[src/rtl/obstacle_selector.sv]
// Obstacle sequencer: picks a pseudo-random obstacle generator (1..6, never the same twice in a
// row), runs it until done or timeout, idles for a fixed gap, and counts completed obstacles.
module obstacle_selector #(
  parameter int unsigned GAP_CYCLES  = 60,
  parameter int unsigned RUN_TIMEOUT = 600,
  parameter logic [7:0]  LFSR_SEED   = 8'hA5
) (
  input  logic       pclk,
  input  logic       rst,
  input  logic       game_start,
  input  logic       game_over,
  input  logic       obstacle_done,
  output logic [2:0] select,
  output logic       obstacle_start,
  output logic       timeout,
  output logic [7:0] round_count,
  output logic       busy
);

  localparam int unsigned RunW = (RUN_TIMEOUT > 1) ? $clog2(RUN_TIMEOUT) : 1;
  localparam int unsigned GapW = $clog2(GAP_CYCLES + 1);
  localparam logic [RunW-1:0] RunLast = RunW'(RUN_TIMEOUT - 1);
  localparam logic [GapW-1:0] GapLast = GapW'(GAP_CYCLES - 1);

  typedef enum logic [1:0] {StIdle, StPick, StRun, StGap} state_e;

  state_e          state_q, state_d;
  logic [7:0]      lfsr_q, lfsr_d;
  logic [2:0]      prev_q, prev_d;
  logic [RunW-1:0] run_cnt_q, run_cnt_d;
  logic [GapW-1:0] gap_cnt_q, gap_cnt_d;
  logic [2:0]      select_q, select_d;
  logic            start_q, start_d;
  logic            timeout_q, timeout_d;
  logic [7:0]      round_q, round_d;
  logic [2:0]      cand, pick;

  // Maximal-length taps keep a nonzero seed away from the all-zero lockup state.
  assign lfsr_d = {lfsr_q[6:0], lfsr_q[7] ^ lfsr_q[5] ^ lfsr_q[4] ^ lfsr_q[3]};

  always_comb begin
    cand = 3'(lfsr_q % 8'd6) + 3'd1;
    if (cand == prev_q) begin
      pick = (cand == 3'd6) ? 3'd1 : cand + 3'd1;
    end else begin
      pick = cand;
    end
  end

  always_ff @(posedge pclk) begin
    if (rst) begin
      state_q <= StIdle;
    end else begin
      state_q <= state_d;
    end
  end

  always_comb begin
    state_d = state_q;
    if (game_over) begin
      state_d = StIdle;
    end else begin
      case (state_q)
        StIdle:  if (game_start) state_d = StPick;
        StPick:  state_d = StRun;
        StRun:   if (obstacle_done || (run_cnt_q == RunLast)) state_d = StGap;
        StGap:   if (gap_cnt_q == GapLast) state_d = StPick;
        default: state_d = StIdle;
      endcase
    end
  end

  always_comb begin
    select_d  = select_q;
    start_d   = 1'b0;
    timeout_d = 1'b0;
    round_d   = round_q;
    prev_d    = prev_q;
    run_cnt_d = run_cnt_q;
    gap_cnt_d = gap_cnt_q;
    if (game_over) begin
      // Score is left untouched so it stays readable after the game ends.
      select_d  = 3'd0;
      run_cnt_d = '0;
      gap_cnt_d = '0;
    end else begin
      case (state_q)
        StIdle: begin
          select_d = 3'd0;
          if (game_start) round_d = 8'd0;
        end
        StPick: begin
          select_d  = pick;
          prev_d    = pick;
          start_d   = 1'b1;
          run_cnt_d = '0;
        end
        StRun: begin
          if (obstacle_done) begin
            select_d  = 3'd0;
            round_d   = (round_q == 8'hFF) ? round_q : round_q + 8'd1;
            gap_cnt_d = '0;
          end else if (run_cnt_q == RunLast) begin
            select_d  = 3'd0;
            timeout_d = 1'b1;
            gap_cnt_d = '0;
          end else begin
            run_cnt_d = run_cnt_q + RunW'(1);
          end
        end
        StGap: begin
          select_d  = 3'd0;
          gap_cnt_d = gap_cnt_q + GapW'(1);
        end
        default: select_d = 3'd0;
      endcase
    end
  end

  always_ff @(posedge pclk) begin
    if (rst) begin
      lfsr_q    <= LFSR_SEED;
      prev_q    <= 3'd0;
      run_cnt_q <= '0;
      gap_cnt_q <= '0;
      select_q  <= 3'd0;
      start_q   <= 1'b0;
      timeout_q <= 1'b0;
      round_q   <= 8'd0;
    end else begin
      lfsr_q    <= lfsr_d;
      prev_q    <= prev_d;
      run_cnt_q <= run_cnt_d;
      gap_cnt_q <= gap_cnt_d;
      select_q  <= select_d;
      start_q   <= start_d;
      timeout_q <= timeout_d;
      round_q   <= round_d;
    end
  end

  assign select         = select_q;
  assign obstacle_start = start_q;
  assign timeout        = timeout_q;
  assign round_count    = round_q;
  assign busy           = (state_q != StIdle);

endmodule

[config.mk]
export PLATFORM = sky130hd
export DESIGN_NAME = obstacle_selector
export DESIGN_NICKNAME = d
export VERILOG_FILES = /design/src/rtl/obstacle_selector.sv
export SDC_FILE = /design/constraint.sdc
export NUM_CORES = 1
export LEC_CHECK = 0
export CAP_MARGIN = 15
export CORE_ASPECT_RATIO = 0.75
export CORE_MARGIN = 1.5
export CORE_UTILIZATION = 45
export CTS_BUF_LIST = sky130_fd_sc_hd__clkbuf_4 sky130_fd_sc_hd__clkbuf_8
export CTS_CLUSTER_SIZE = 12
export DETAILED_ROUTE_END_ITERATION = 8
export GPL_TIMING_DRIVEN = 0
export PLACE_DENSITY = 0.68
export SYNTH_ARGS = -nofsm -noshare
export SYNTH_HDL_FRONTEND = slang
export SYNTH_SLANG_ARGS = --single-unit
[constraint.sdc]
create_clock -name pclk -period 4.1 [get_ports pclk]
set_clock_uncertainty 0.1 [all_clocks]
set_input_delay 0.82 -clock pclk [delete_from_list [all_inputs] [get_ports pclk]]
set_output_delay 0.82 -clock pclk [all_outputs]
set_load 0.02 [all_outputs]
==> flow_summary.yaml <==
yosys:
  netlist_instances: 265
  synth-edff-count: 0
  synthFlopType: "dfxtp_1"
  synth_fp_nets: 282
  syn_area_um2: 2273
  postSynth.asyncResetShare_pct: 0
  ys_types: 53
  ys_ff_latch: 42
  synth_area_per_cell_um2: 8.579
  ys_warn_count: 0
  seq_area_frac_synth_pct: 36.98
clocking:
  cts_buffers: 5
  clkSlewWorstSetupHoldPaths_ns: 0.08
  cts_resized: 0
  clk_path_buf_depth: 2
  clock-sinks: 42
  cts_hold_buf: 0
  cts_setup_buffers: 0
  cts_root_buffer: "clkbuf_8"
  insertion_delay_ns: 0.29
  cts_tree: "done"
  htree_num_levels: 2
floorplanning:
  core_um2: 4872
  num_io_pins: 19
  dieArea_um2: 5492
  initial_utilization_pct: 46.66
  rows: 22
  die_width_um: 85.08
  die_y_um: 64.56
sta:
  max_freq_mhz: 265.8
  fin_ws_ns: 0.3375
  slew_violations: 0
  worst_slew_pin_slew_ns: 0.5763
  rsz0062_at_grt: "no"
  finalCritPeriodShare_pct: 91.77
  hold_viol_final: 0
  post-route-min-period_ns: 3.763
  setup_viol: 0
  setup_tns_ns: 0
  slew_headroom_pct: 61.18
worst_setup_path:
  arrival_ns: 3.82
  critPathKind: "flip-flop to flip-flop"
  worstPathMaxFanout: 10
  r2r_start: "lfsr_q[6]"
  rr_endpoint: "select[0]"
  start_kind: "flip-flop"
  end_kind: "flip-flop"
  rrSetupSlack_ns: 0.34
  reg2reg_depth: 14
  cp_data_required_time_ns: 4.16
finish:
  drive_above_1_share_pct: 12.07
  fillers: 456
  multi_input_area_um2: 1366
  nNetsFinal: 306
  antennaDiodeCount: 0
  instances_no_fill: 350
  area_growth_pct: 15.41
  seqCellArea_um2: 843.3
placement:
  dp_cells: 342
  dp_hpwl_um: 3247
  dp_slack_ns: 0.2747
  gp_congestion: 0.7992
  io_buffer_count: 17
drt:
  num_vias: 1875
  routed_wl_um: 4493
  via_per_inst: 5.357
  wl_per_cell_um: 12.84
  ant_nets: 0
  first_pass_iters: 8
  drc_errors: 1
  drtIter0Drc: 63
global_routing:
  antenna_found_initial: 0
  overflow: 0
  grt_pass1_vias: 1728
  grt_max_degree: 14
  grtUsageTotal_pct: 17.62
  grt_pass1_wl_um: 7893
hold_path:
  holdPathEnd: "select[0]"
  hp-class: "flip-flop to flip-flop"
  hold_depth: 2
  hp-start: "select[0]"
run:
  cap_violations: 0
outcome:
  violations: "design-rule violations"
  status: "complete, but fails checks"
pwr:
  p_leak_nw: 0.9682
  power_uw: 921.2
  peakVddDrop_uv: 142.7
  power_density_nw_per_um2: 351.1
[worst max path at each step]
| stage | from | to | slack (ns) | cells after the start |
|---|---|---|---|---|
| floorplan | lfsr_q[6] | select[0] | 0.64 | 14 |
| global placement | lfsr_q[3] | select[0] | 0.30 | 13 |
| detailed placement | lfsr_q[6] | prev_q[0] | 0.27 | 14 |
| CTS | lfsr_q[6] | select[0] | 0.24 | 14 |
| global route | lfsr_q[6] | select[0] | 0.002 | 14 |
| finish | lfsr_q[6] | select[0] | 0.34 | 14 |
[critical path: stages, from the launching register on]
cell	delay, ns
dfxtp_1	0.31
buf_2	0.19
nor3b_2	0.21
nor2_1	0.07
a211o_1	0.33
and2_2	0.22
nand3_1	0.07
o21ai_0	0.07
mux2_2	0.30
ha_1	0.36
xor2_1	0.21
nand2_2	0.14
or4b_2	0.62
o211ai_1	0.29
o32ai_1	0.13
[synthesized netlist by cell type, types with 7 or more instances]
library cell / count / area share, %
a21oi_1: 12 / 2.6
nand4_1: 10 / 2.8
inv_1: 10 / 1.7
o21ai_0: 10 / 2.2
dfxtp_1: 42 / 37
ha_1: 12 / 6.6
nand3_1: 12 / 2.6
xor2_1: 12 / 4.6
or2_2: 7 / 1.9
nand2_1: 25 / 4.1
nor2_1: 30 / 5.0
[cell families (layout without fill, tap and decap cells)]
kind of cell / Yosys count / count (layout) / synth area share (%)
XOR/XNOR: 17 / 17 / 6.879
multiplexers: 7 / 7 / 3.192
buffers and inverters: 19 / 44 / 3.247
AO/OA/AOI/OAI: 44 / 44 / 14.31
flip-flops: 42 / 42 / 36.98
AND/OR/NAND/NOR: 124 / 124 / 28.78
adder cells (fa/ha/maj): 12 / 12 / 6.604
[registers in the layout, indices dropped and copies added (netlist names)]
name	cells
timeout	1
state_q	2
obstacle_start	1
round_count	8
gap_cnt_q	6
select	3
prev_q	3
run_cnt_q	10
lfsr_q	8
[layout make-up]
cell class | count | area share, %
buffer | 9 | 1.383
clock buffer | 6 | 3.147
clock inverter | 2 | 0.4769
inverter | 10 | 1.431
multi-input combinational | 204 | 52.07
sequential | 42 | 32.14
tap | 60 | 2.861
timing repair buffer | 17 | 6.485
[power breakdown]
group          internal (mW)  switching [mW]
Clock                  0.135           0.143
Combinational         0.0883           0.123
Sequential             0.419          0.0133
Total                  0.643           0.279
[per-layer routing]
metal  global-route usage, %  vias up  part of all wire [%]
li1                        -      984                     -
met1                   26.14      866                    57
met2                   25.10       23                    39
met3                   3.949        2                   3.5
met4                   5.533        0                  0.47
met5                       0        -                     0
[through the flow]
step	utilization, %	hold slack (ns)	area [um^2]
3_5_place_dp	51.69	0.3686	2519
2_1_floorplan	-	0.3585	2273
5_1_grt	53.85	0.4123	2624
4_1_cts	53.65	0.3864	2614
6_report	53.85	0.3902	2624
3_3_place_gp	51.69	0.3700	2519
[placed cells by master (no fill, tap or decap), types with 3 or more instances in the layout]
master and count:
dfxtp_1 40, nor2_1 30, nand2_1 24, clkdlybuf4s50_1 17, xor2_1 12, nand3_1 12
a21oi_1 12, ha_1 12, inv_1 10, o21ai_0 10, nand4_1 10, or2_2 7
clkbuf_1 6, nor2b_1 6, clkbuf_8 6, nand3b_1 5, mux2i_1 5, or3_1 5
nand2b_1 5, xnor2_1 4, and3_1 3
No activity file was read; power rests on OpenSTA's default activity.
